## src/rtl/muldiv_pkg.sv

```systemverilog
// Shared types and constants for the iterative RV32M multiply/divide unit.
// Exports: op_e (funct3 codes), state_e (FSM states), XLEN, DIV0_QUO, INT_MIN, neg32().
// Pure declarations; no logic, no latency, no flow control.
package muldiv_pkg;

    localparam int XLEN = 32;
    localparam logic [31:0] DIV0_QUO = 32'hFFFF_FFFF;
    localparam logic [31:0] INT_MIN  = 32'h8000_0000;

    typedef enum logic [2:0] {
        OP_MUL    = 3'd0,
        OP_MULH   = 3'd1,
        OP_MULHSU = 3'd2,
        OP_MULHU  = 3'd3,
        OP_DIV    = 3'd4,
        OP_DIVU   = 3'd5,
        OP_REM    = 3'd6,
        OP_REMU   = 3'd7
    } op_e;

    typedef enum logic [1:0] {
        IDLE = 2'd0,
        CALC = 2'd1,
        ADJ  = 2'd2,
        DONE = 2'd3
    } state_e;

    // Two's complement negation, modulo 2^32.
    function automatic logic [31:0] neg32(input logic [31:0] x);
        return ~x + 32'd1;
    endfunction

endpackage

```

## src/rtl/muldiv_seq_if.sv

```systemverilog
// Request/result bundle between the EX stage and the multiply/divide unit.
// master: pipeline side (drives request, flush, res_ready); slave: the unit (drives ready/busy/valid/result/rd).
// Request accepted on i_start & o_ready; result held on o_valid until i_res_ready.
interface muldiv_seq_if;
    import muldiv_pkg::*;

    logic            i_start;
    logic [2:0]      i_op;
    logic [XLEN-1:0] i_rs1;
    logic [XLEN-1:0] i_rs2;
    logic [4:0]      i_rd;
    logic            i_flush;
    logic            o_ready;
    logic            o_busy;
    logic            o_valid;
    logic            i_res_ready;
    logic [XLEN-1:0] o_result;
    logic [4:0]      o_rd;

    modport master (
        output i_start, i_op, i_rs1, i_rs2, i_rd, i_flush, i_res_ready,
        input  o_ready, o_busy, o_valid, o_result, o_rd
    );

    modport slave (
        input  i_start, i_op, i_rs1, i_rs2, i_rd, i_flush, i_res_ready,
        output o_ready, o_busy, o_valid, o_result, o_rd
    );

endinterface

```

## src/rtl/muldiv_addsub.sv

```systemverilog
// Shared 32-bit adder/subtractor with carry-out; used by both shift-add and shift-subtract steps.
// Ports: a, b operands; sub selects a-b (carry-out 1 means no borrow); sum, cout results.
// Purely combinational, zero latency, no flow control.
module muldiv_addsub
    import muldiv_pkg::*;
(
    input  logic [XLEN-1:0] a,
    input  logic [XLEN-1:0] b,
    input  logic            sub,
    output logic [XLEN-1:0] sum,
    output logic            cout
);

    logic [XLEN:0] full;

    // Subtraction as a + ~b + 1 so one carry chain serves both directions.
    assign full = {1'b0, a} + {1'b0, (sub ? ~b : b)} + {{XLEN{1'b0}}, sub};
    assign sum  = full[XLEN-1:0];
    assign cout = full[XLEN];

endmodule

```

## src/rtl/muldiv_seq.sv

```systemverilog
// Iterative RV32M MUL/MULH/MULHSU/MULHU/DIV/DIVU/REM/REMU unit, one add/sub per cycle.
// Latency: 34 cycles from start to o_valid (1 cycle for divide-by-zero and signed overflow).
// Backpressure: o_ready only in IDLE; result held in DONE until i_res_ready; i_flush aborts anywhere.
// Ports: clk, rst (async, active high), bus (muldiv_seq_if.slave: request, flush, result handshake).
module muldiv_seq #(
    parameter int XLEN = 32,   // only 32 is supported
    parameter int ITER = XLEN
) (
    input logic        clk,
    input logic        rst,
    muldiv_seq_if.slave bus
);
    import muldiv_pkg::*;

    localparam int CW = $clog2(ITER);
    localparam logic [CW-1:0] LAST = CW'(ITER - 1);

    state_e          state, state_n;
    logic [CW-1:0]   cnt, cnt_n;
    logic [XLEN-1:0] hi, hi_n;       // MUL: product high word; DIV: partial remainder
    logic [XLEN-1:0] lo, lo_n;       // MUL: multiplier/product low word; DIV: dividend/quotient
    logic [XLEN-1:0] opnd, opnd_n;   // MUL: |A| added each step; DIV: |B| subtracted each step
    op_e             op, op_n;
    logic [4:0]      rd, rd_n;
    logic            sa, sa_n;
    logic            sb, sb_n;
    logic [XLEN-1:0] result, result_n;

    // Request decode
    op_e             req_op;
    logic            req_div;
    logic            req_sa, req_sb;
    logic [XLEN-1:0] mag_a, mag_b;

    // Datapath
    logic            is_div;
    logic [XLEN-1:0] add_a, add_sum;
    logic            add_cout;
    logic [2*XLEN-1:0] prod, prod_adj;
    logic [XLEN-1:0] quo_adj, rem_adj;

    assign req_op  = op_e'(bus.i_op);
    assign req_div = bus.i_op[2];

    // Sign flags are only set for operands treated as signed, so the
    // later correction is simply sa^sb (quotient/product) or sa (remainder).
    always_comb begin
        req_sa = 1'b0;
        req_sb = 1'b0;
        case (req_op)
            OP_MUL, OP_MULH, OP_DIV, OP_REM: begin
                req_sa = bus.i_rs1[XLEN-1];
                req_sb = bus.i_rs2[XLEN-1];
            end
            OP_MULHSU: req_sa = bus.i_rs1[XLEN-1];
            default: ;
        endcase
    end

    assign mag_a = req_sa ? neg32(bus.i_rs1) : bus.i_rs1;
    assign mag_b = req_sb ? neg32(bus.i_rs2) : bus.i_rs2;

    // DIV steps trial-subtract from the remainder shifted left with the next
    // dividend bit; MUL steps add |A| into the high word.
    assign is_div = op[2];
    assign add_a  = is_div ? {hi[XLEN-2:0], lo[XLEN-1]} : hi;

    muldiv_addsub u_addsub (
        .a    (add_a),
        .b    (opnd),
        .sub  (is_div),
        .sum  (add_sum),
        .cout (add_cout)
    );

    assign prod     = {hi, lo};
    assign prod_adj = (sa ^ sb) ? (~prod + {{(2*XLEN-1){1'b0}}, 1'b1}) : prod;
    assign quo_adj  = (sa ^ sb) ? neg32(lo) : lo;
    assign rem_adj  = sa ? neg32(hi) : hi;

    always_comb begin
        state_n  = state;
        cnt_n    = cnt;
        hi_n     = hi;
        lo_n     = lo;
        opnd_n   = opnd;
        op_n     = op;
        rd_n     = rd;
        sa_n     = sa;
        sb_n     = sb;
        result_n = result;

        case (state)
            IDLE: begin
                if (bus.i_start) begin
                    op_n  = req_op;
                    rd_n  = bus.i_rd;
                    sa_n  = req_sa;
                    sb_n  = req_sb;
                    cnt_n = '0;
                    if (req_div && (bus.i_rs2 == '0)) begin
                        result_n = bus.i_op[1] ? bus.i_rs1 : DIV0_QUO;
                        state_n  = DONE;
                    end else if (req_div && !bus.i_op[0] &&
                                 (bus.i_rs1 == INT_MIN) && (bus.i_rs2 == '1)) begin
                        result_n = bus.i_op[1] ? '0 : INT_MIN;
                        state_n  = DONE;
                    end else begin
                        hi_n    = '0;
                        lo_n    = req_div ? mag_a : mag_b;
                        opnd_n  = req_div ? mag_b : mag_a;
                        state_n = CALC;
                    end
                end
            end

            CALC: begin
                if (is_div) begin
                    // A set bit shifted out of the remainder means it already exceeds |B|.
                    if (hi[XLEN-1] || add_cout) begin
                        hi_n = add_sum;
                        lo_n = {lo[XLEN-2:0], 1'b1};
                    end else begin
                        hi_n = add_a;
                        lo_n = {lo[XLEN-2:0], 1'b0};
                    end
                end else begin
                    if (lo[0]) begin
                        hi_n = {add_cout, add_sum[XLEN-1:1]};
                        lo_n = {add_sum[0], lo[XLEN-1:1]};
                    end else begin
                        hi_n = {1'b0, hi[XLEN-1:1]};
                        lo_n = {hi[0], lo[XLEN-1:1]};
                    end
                end
                if (cnt == LAST) begin
                    cnt_n   = '0;
                    state_n = ADJ;
                end else begin
                    cnt_n = cnt + CW'(1);
                end
            end

            ADJ: begin
                case (op)
                    OP_MUL:                       result_n = prod_adj[XLEN-1:0];
                    OP_MULH, OP_MULHSU, OP_MULHU: result_n = prod_adj[2*XLEN-1:XLEN];
                    OP_DIV, OP_DIVU:              result_n = quo_adj;
                    default:                      result_n = rem_adj;
                endcase
                state_n = DONE;
            end

            DONE: begin
                if (bus.i_res_ready) begin
                    state_n = IDLE;
                end
            end

            default: state_n = IDLE;
        endcase

        // Flush wins over both start and result handoff.
        if (bus.i_flush) begin
            state_n = IDLE;
            cnt_n   = '0;
        end
    end

    always_ff @(posedge clk or posedge rst) begin
        if (rst) begin
            state  <= IDLE;
            cnt    <= '0;
            hi     <= '0;
            lo     <= '0;
            opnd   <= '0;
            op     <= OP_MUL;
            rd     <= '0;
            sa     <= 1'b0;
            sb     <= 1'b0;
            result <= '0;
        end else begin
            state  <= state_n;
            cnt    <= cnt_n;
            hi     <= hi_n;
            lo     <= lo_n;
            opnd   <= opnd_n;
            op     <= op_n;
            rd     <= rd_n;
            sa     <= sa_n;
            sb     <= sb_n;
            result <= result_n;
        end
    end

    assign bus.o_ready  = (state == IDLE);
    assign bus.o_busy   = (state != IDLE);
    assign bus.o_valid  = (state == DONE);
    assign bus.o_result = result;
    assign bus.o_rd     = rd;

endmodule

```

## src/flat_wrapper.sv

```systemverilog
// flat-port wrapper written by rule: the top's interface ports become plain ports
module muldiv_seq_flat import muldiv_pkg::*;
#(
    parameter int XLEN = 32,                          
    parameter int ITER = XLEN
)
  (clk, rst, bus_i_start, bus_i_op, bus_i_rs1, bus_i_rs2, bus_i_rd, bus_i_flush, bus_i_res_ready, bus_o_ready, bus_o_busy, bus_o_valid, bus_o_result, bus_o_rd);
  muldiv_seq_if bus_i ();
  input logic clk;
  input logic rst;
  input wire logic [$bits(bus_i.i_start)-1:0] bus_i_start;
  input wire logic [$bits(bus_i.i_op)-1:0] bus_i_op;
  input wire logic [$bits(bus_i.i_rs1)-1:0] bus_i_rs1;
  input wire logic [$bits(bus_i.i_rs2)-1:0] bus_i_rs2;
  input wire logic [$bits(bus_i.i_rd)-1:0] bus_i_rd;
  input wire logic [$bits(bus_i.i_flush)-1:0] bus_i_flush;
  input wire logic [$bits(bus_i.i_res_ready)-1:0] bus_i_res_ready;
  output wire logic [$bits(bus_i.o_ready)-1:0] bus_o_ready;
  output wire logic [$bits(bus_i.o_busy)-1:0] bus_o_busy;
  output wire logic [$bits(bus_i.o_valid)-1:0] bus_o_valid;
  output wire logic [$bits(bus_i.o_result)-1:0] bus_o_result;
  output wire logic [$bits(bus_i.o_rd)-1:0] bus_o_rd;
  assign bus_i.i_start = bus_i_start;
  assign bus_i.i_op = bus_i_op;
  assign bus_i.i_rs1 = bus_i_rs1;
  assign bus_i.i_rs2 = bus_i_rs2;
  assign bus_i.i_rd = bus_i_rd;
  assign bus_i.i_flush = bus_i_flush;
  assign bus_i.i_res_ready = bus_i_res_ready;
  assign bus_o_ready = bus_i.o_ready;
  assign bus_o_busy = bus_i.o_busy;
  assign bus_o_valid = bus_i.o_valid;
  assign bus_o_result = bus_i.o_result;
  assign bus_o_rd = bus_i.o_rd;
  muldiv_seq #(.XLEN(XLEN), .ITER(ITER)) u_core (.clk(clk), .rst(rst), .bus(bus_i));
endmodule
```

## config.mk

```make
export PLATFORM = sky130hd
export DESIGN_NAME = muldiv_seq_flat
export DESIGN_NICKNAME = d
export VERILOG_FILES = /design/src/rtl/muldiv_pkg.sv /design/src/rtl/muldiv_seq_if.sv /design/src/rtl/muldiv_addsub.sv /design/src/rtl/muldiv_seq.sv /design/src/flat_wrapper.sv
export SDC_FILE = /design/constraint.sdc
export NUM_CORES = 1
export LEC_CHECK = 0
export BUFFER_PORTS_ARGS = -buffer_cell sky130_fd_sc_hd__clkbuf_2
export CORE_MARGIN = 2
export CORE_UTILIZATION = 56
export CTS_CLUSTER_DIAMETER = 30
export DETAILED_ROUTE_END_ITERATION = 10
export PLACE_DENSITY = 0.78
export RECOVER_POWER = 50
export SYNTH_ARGS = -nofsm -noshare
export SYNTH_HDL_FRONTEND = slang
export SYNTH_SLANG_ARGS = --single-unit
export TNS_END_PERCENT = 10
```

## constraint.sdc

```tcl
create_clock -name clk -period 4.55 [get_ports clk]
set_input_delay 0.455 -clock clk [delete_from_list [all_inputs] [get_ports clk]]
set_output_delay 0.455 -clock clk [all_outputs]
set_load 0.01 [all_outputs]
```

### Word level (Yosys, flattened, before mapping)

Cells that the tools add are included.

| cells by class | value |
|---|---|
| $add $sub $neg | 8 |
| eq/ne operators | 22 |
| muxes and demuxes | 43 |
| bitwise operators | 9 |
| reductions and logical operators | 24 |

Operator list:

| operator | count |
|---|---|
| $mux W32 | 24 |
| $pmux W32 S2 | 3 |
| $not A32 Y32 | 5 |
| $add A32 B1 Y32 const B | 4 |
| $pmux W32 S3 | 1 |
| $add A64 B1 Y64 const B | 1 |
| $eq A32 B32 Y1 const B | 2 |
| $mux W64 | 1 |
| $not A64 Y64 | 1 |
| $add A32 B32 Y33 | 1 |
| $add A33 B1 Y33 | 1 |
| $logic_not A32 Y1 | 1 |
| $mux W5 | 3 |
| $eq A3 B3 Y1 const B | 4 |
| $mux W2 | 6 |
| $pmux W5 S2 | 1 |
| $eq A3 B2 Y1 const B | 3 |
| $pmux W2 S4 | 1 |
| $reduce_and A4 Y1 | 2 |
| $eq A3 B1 Y1 const B | 2 |
| $logic_not A3 Y1 | 2 |
| $ne A2 B2 Y1 const B | 3 |
| $ne A3 B3 Y1 const B | 2 |
| $reduce_and A3 Y1 | 2 |
| other kinds (20) | 30 |

| word-level totals | value |
|---|---|
| register bits after elaboration | 145 |
| input bits | 77 |
| output and inout bits | 40 |
| logic and storage cells | 116 |

### Logic depth before layout (Yosys ltp)

| depth | value |
|---|---|
| depth after elaboration | 9 |
| mapped depth | 19 |

### Modules after synthesis

A second synthesis with hierarchy kept.

| unflattened totals | value |
|---|---|
| cells, all modules | 1965 |
| area total of the unflattened synthesis | 15094.5 um^2 |

Modules (own cells, without submodules):

| module | times used | cells an instance | area an instance (um^2) | seq. area each (um^2) |
|---|---|---|---|---|
| muldiv_seq | 1 | 1685 | 13043.8 | 3628.5 |
| muldiv_addsub | 1 | 280 | 2050.7 | 0.0 |

### Worst setup path before layout

Ideal clock, no wire load.

| path | value |
|---|---|
| path kind | flip-flop to flip-flop |
| start point | register u_core.op[2] |
| end point | register u_core.hi[22] |
| library setup time | 0.128 ns |
| data arrival time | 4.631 ns |
| required time | 4.422 ns |
| setup slack | -0.209 ns |
| stages on the path, launching flop included | 18 |
| buffers on the path | 6 |
| clock period less this slack | 4.759 ns |
| cell sequence | dfrtp_1 > clkbuf_1 > clkbuf_1 > clkbuf_1 > clkbuf_1 > xor2_1 > ha_1 > clkbuf_1 > nand4_1 > or4_1 > a2111o_1 > a311oi_1 > o211a_1 > or2_1 > buf_2 > mux2_2 > a22oi_1 > o21ai_0 |

| on the way | value |
|---|---|
| longest elaborated chain between the ends | 7 |
| elaborated cells on any way between the ends | 9 |
| classes of those cells | add/sub (2); mux (6); reduce/logical (1) |

RTL lines:

| what | RTL line | source |
|---|---|---|
| start: declaration | muldiv_seq.sv:23 | `op_e op, op_n;` |
| start signal: assignment | muldiv_seq.sv:188 | `op <= op_n;` |
| $mux W32 (on tied branches) | muldiv_seq.sv:66, muldiv_addsub.sv:17 |  |
| $add A32 B32 Y33 | muldiv_addsub.sv:17 | `assign full = {1'b0, a} + {1'b0, (sub ? ~b : b)} + {{XLEN{1'b0}}, sub};` |
| $add A33 B1 Y33 | muldiv_addsub.sv:17 |  |
| $logic_or A1 B1 Y1 | muldiv_seq.sv:120 | `if (hi[XLEN-1] \|\| add_cout) begin` |
| $mux W32 | muldiv_seq.sv:120 |  |
| $mux W32 * | muldiv_seq.sv:118 | `if (is_div) begin` |
| $pmux W32 S2 * | muldiv_seq.sv:93 | `case (state)` |
| end signal: assignment | muldiv_seq.sv:185 | `hi <= hi_n;` |
| end: declaration | muldiv_seq.sv:20 | `logic [XLEN-1:0] hi, hi_n;` |

Mark *: on every way between the ends. The rest lies on a longest branch, timed or not.
A chain may end at the register's enable or synchronous reset.

### Final worst setup path

Ends and elaborated chain as after synthesis.

==> metrics.md <==
| Metric | Value |
|---|---|
| Status | `finished with violations` |
| Failing checks | `max-capacitance violations, max-slew violations` |
| Worst skew pair latency | `450 ps` |
| Final Util | `63.7%` |
| Type of the worst setup path | `flip-flop to flip-flop` |
| Post-layout min period | `4260 ps` |
| CTS tree | `done` |
| Arr. time, crit path | `4570 ps` |
| Starting DRT DRC Count | `2134` |
| Clock Sinks | `145` |
| Fraction of registers with async set/reset | `100%` |
| Post-CTS Resized | `0` |
| Share of the synthesized area in the top cell type | `24.9%` |
| Number of nets in the layout | `2106` |
| Post-CTS setup buffers | `0` |
| RSZ-0062 raised after global routing | `no` |
| #FFs+latches synth | `145` |
| Critical Path Start Type | `flip-flop` |
| GP Congestion | `1.04` |
| Required @ worst endpoint | `4860 ps` |
| Max-cap violations | `1` |
| Critical Path Sink Type | `flip-flop` |
| Ranking of synthesized cells by area | `dfrtp_1, xor2_1, a21oi_1` |
| Finished Cell Area | `16100 µm²` |
| Clock H-tree levels | `4` |
| Top FF cell, synth | `dfrtp_1` |
| # rows | `58` |
| DR WL/cell | `23.3 µm` |
| Total gr overflow | `0` |
| Number of global-route vias before repair | `13879` |
| Post-synth cell types | `86` |
| Die Width | `165 µm` |
| Final hold slack | `241 ps` |
| Post-Syn Nets | `2056` |
| Sum of negative setup slack | `0 ps` |
| 1st-pass router iterations | `6` |
| FMAX | `0.235 GHz` |
| Largest net degree at the start of global routing | `126` |
| Tcrit/Tclk final | `93.6%` |
| Global-route wire length before repair | `81600 µm` |
| CORE AREA | `25300 µm²` |
| TritonCTS buffer count | `17` |
| Number of synthesized flops with an enable pin | `0` |
| Layout area overhead | `10.9%` |
| Starting Density | `57.4%` |
| GRT Util Overall | `39.6%` |
| Post-Syn Area | `14500 µm²` |
| Final Hold Viols | `0` |
| Worst Skew | `22.6 ps` |
| Worst-path fanout max | `41` |
| Via Count | `15666` |
| Setup violators final | `0` |
| Worst R2R Setup Slack | `290 ps` |
| Yosys top cell by area | `dfrtp_1` |
| Dpl cell area | `15600 µm²` |
| Slew @ Worst Pin | `2420 ps` |
| # fillers | `2310` |
| DRT Wirelength | `54300 µm` |
| Post-CTS Hold Fix Bufs | `0` |
| Hold/Removal Path Class | `primary input to flip-flop` |
| DRC Markers | `0` |
| Antenna violations before repair | `0` |
| Dpl hpwl | `41900 µm` |
| Remaining antenna violation count after routing | `0` |
| Number of diodes | `0` |
| Port Buffers | `116` |
| Yosys warnings | `0` |
| Post-Syn Instances | `1936` |
| Clock Path Buffers | `2` |
| Die Area | `27300 µm²` |
| Clk slew on worst S/H paths | `80 ps` |
| Slew Viols, Final | `53` |
| Clock root buffer | `clkbuf_16` |
| Total I/O pin count | `117` |
| Sequential area share after synthesis | `24.9%` |
| Layout cell share with drive strength beyond 1 | `15.7%` |
| Mapped Avg Cell Area | `7.51 µm²` |
| Via/cell ratio | `6.73` |
| DIE HEIGHT | `165 µm` |
| Max-slew headroom | `-62.3%` |
[placed cells by master, fill, tap and decap left out, drive strengths merged, types with 21 or more instances in the layout]
| cell | synthesis | final |
|---|---|---|
| xor2 | 126 | 126 |
| o21ai | 162 | 162 |
| nand2 | 204 | 204 |
| o31ai | 31 | 31 |
| nand3 | 25 | 25 |
| a21oi | 199 | 199 |
| inv | 33 | 43 |
| o22ai | 25 | 25 |
| mux2i | 21 | 21 |
| clkbuf | 133 | 134 |
| dfrtp | 145 | 145 |
| a31oi | 32 | 32 |
| xnor2 | 71 | 71 |
| mux2 | 72 | 72 |
| nor3 | 43 | 43 |
| ha | 42 | 42 |
| nor2 | 211 | 211 |
| a211oi | 48 | 48 |
| buf | 31 | 78 |
[synthesized netlist by cell type (4+ instances only)]
| master | n |
|---|---|
| mux2_2 | 72 |
| buf_2 | 18 |
| or4_1 | 16 |
| and2_1 | 7 |
| o21ai_0 | 158 |
| a21o_1 | 14 |
| o41ai_1 | 14 |
| nand2b_1 | 13 |
| mux2i_1 | 21 |
| a21oi_1 | 199 |
| nand4_1 | 15 |
| o31ai_1 | 31 |
| nor3_1 | 42 |
| a22o_1 | 12 |
| ha_1 | 42 |
| nand2_1 | 204 |
| o21bai_1 | 4 |
| xnor2_1 | 71 |
| inv_1 | 33 |
| o221ai_1 | 8 |
| a211oi_1 | 48 |
| o21a_1 | 10 |
| a32o_1 | 7 |
| or2_2 | 8 |
| o2111ai_1 | 4 |
| and3_1 | 9 |
| a211o_1 | 4 |
| nand3b_1 | 4 |
| o22ai_1 | 25 |
| o211ai_1 | 9 |
| nor2_1 | 210 |
| nor4_1 | 16 |
| buf_1 | 9 |
| a22oi_1 | 4 |
| clkbuf_1 | 133 |
| nand3_1 | 25 |
| a221oi_1 | 5 |
| a31oi_1 | 32 |
| dfrtp_1 | 145 |
| xor2_1 | 126 |
| or3_1 | 15 |
| nor2b_1 | 12 |
| a311oi_1 | 5 |
| a41oi_1 | 9 |
[routing by layer]
layer  track usage (%)  up-vias  routed length [µm]
li1                  -     7117                   -
met1              54.8     7385               22000
met2              57.8      983               22800
met3              7.79      181                5860
met4              21.8        0                3630
met5                 0        -                   0
[logic make-up after synthesis]
kind of cell             synth area share [%]
AND/OR/NAND/NOR                          19.7
adder cells (fa/ha/maj)                  3.75
buffers and inverters                    5.47
XOR/XNOR                                 11.9
AO/OA/AOI/OAI                            27.2
flip-flops                               24.9
multiplexers                             7.02
[critical path, stage by stage, from the launching register on]
cell and delay, ps:
dfrtp_4 700, buf_12 280, mux2_2 370, ha_1 380
o211ai_1 140, o211a_1 260, a2111o_1 460, a311oi_1 360
o211a_1 250, or2_1 150, buf_4 160, mux2_2 340
a22oi_1 180, o21ai_0 90
[cell type report]
class	instances	area, µm²	area share [%]
Multi-Input combinational cell	1591	10200	63.1
Sequential cell	145	3630	22.5
Timing Repair Buffer	195	1170	7.26
Clock buffer	17	425	2.64
Tap cell	330	413	2.56
Clock inverter	15	171	1.06
Inverter	36	136	0.846
[state kept, by name, indices dropped and copies added (netlist names)]
| register | count |
|---|---|
| u_core.bus.o_result | 32 |
| u_core.hi | 32 |
| u_core.lo | 32 |
| u_core.opnd | 32 |
| u_core.bus.o_rd | 5 |
| u_core.cnt | 5 |
| u_core.op | 3 |
| u_core.state | 2 |
| u_core.sa | 1 |
| u_core.sb | 1 |
[through the flow]
| stage | cells | worst slack, ps |
|---|---|---|
| 2_1_floorplan | 1936 | 10.8 |
| 3_3_place_gp | 2297 | 351 |
| 3_5_place_dp | 2297 | 222 |
| 4_1_cts | 2329 | 198 |
| 5_1_grt | 2329 | 109 |
| 6_report | 2329 | 291 |
[worst paths after layout]
| check | depth (start not counted) | endpoint | startpoint |
|---|---|---|---|
| max | 13 | u_core.hi[22] | u_core.op[2] |
| min | 2 | u_core.bus.o_rd[3] | bus_i_rd[3] |
| max reg2reg | 13 | u_core.hi[22] | u_core.op[2] |
| min reg2reg | 1 | u_core.bus.o_result[20] | u_core.bus.o_result[20] |
| max in group asynchronous | 3 | u_core.hi[27] | rst |
| min in group asynchronous | 2 | u_core.opnd[15] | rst |
Power is not shown: default switching activity piles up to over one toggle a cycle in this logic, so the estimate is an artifact.
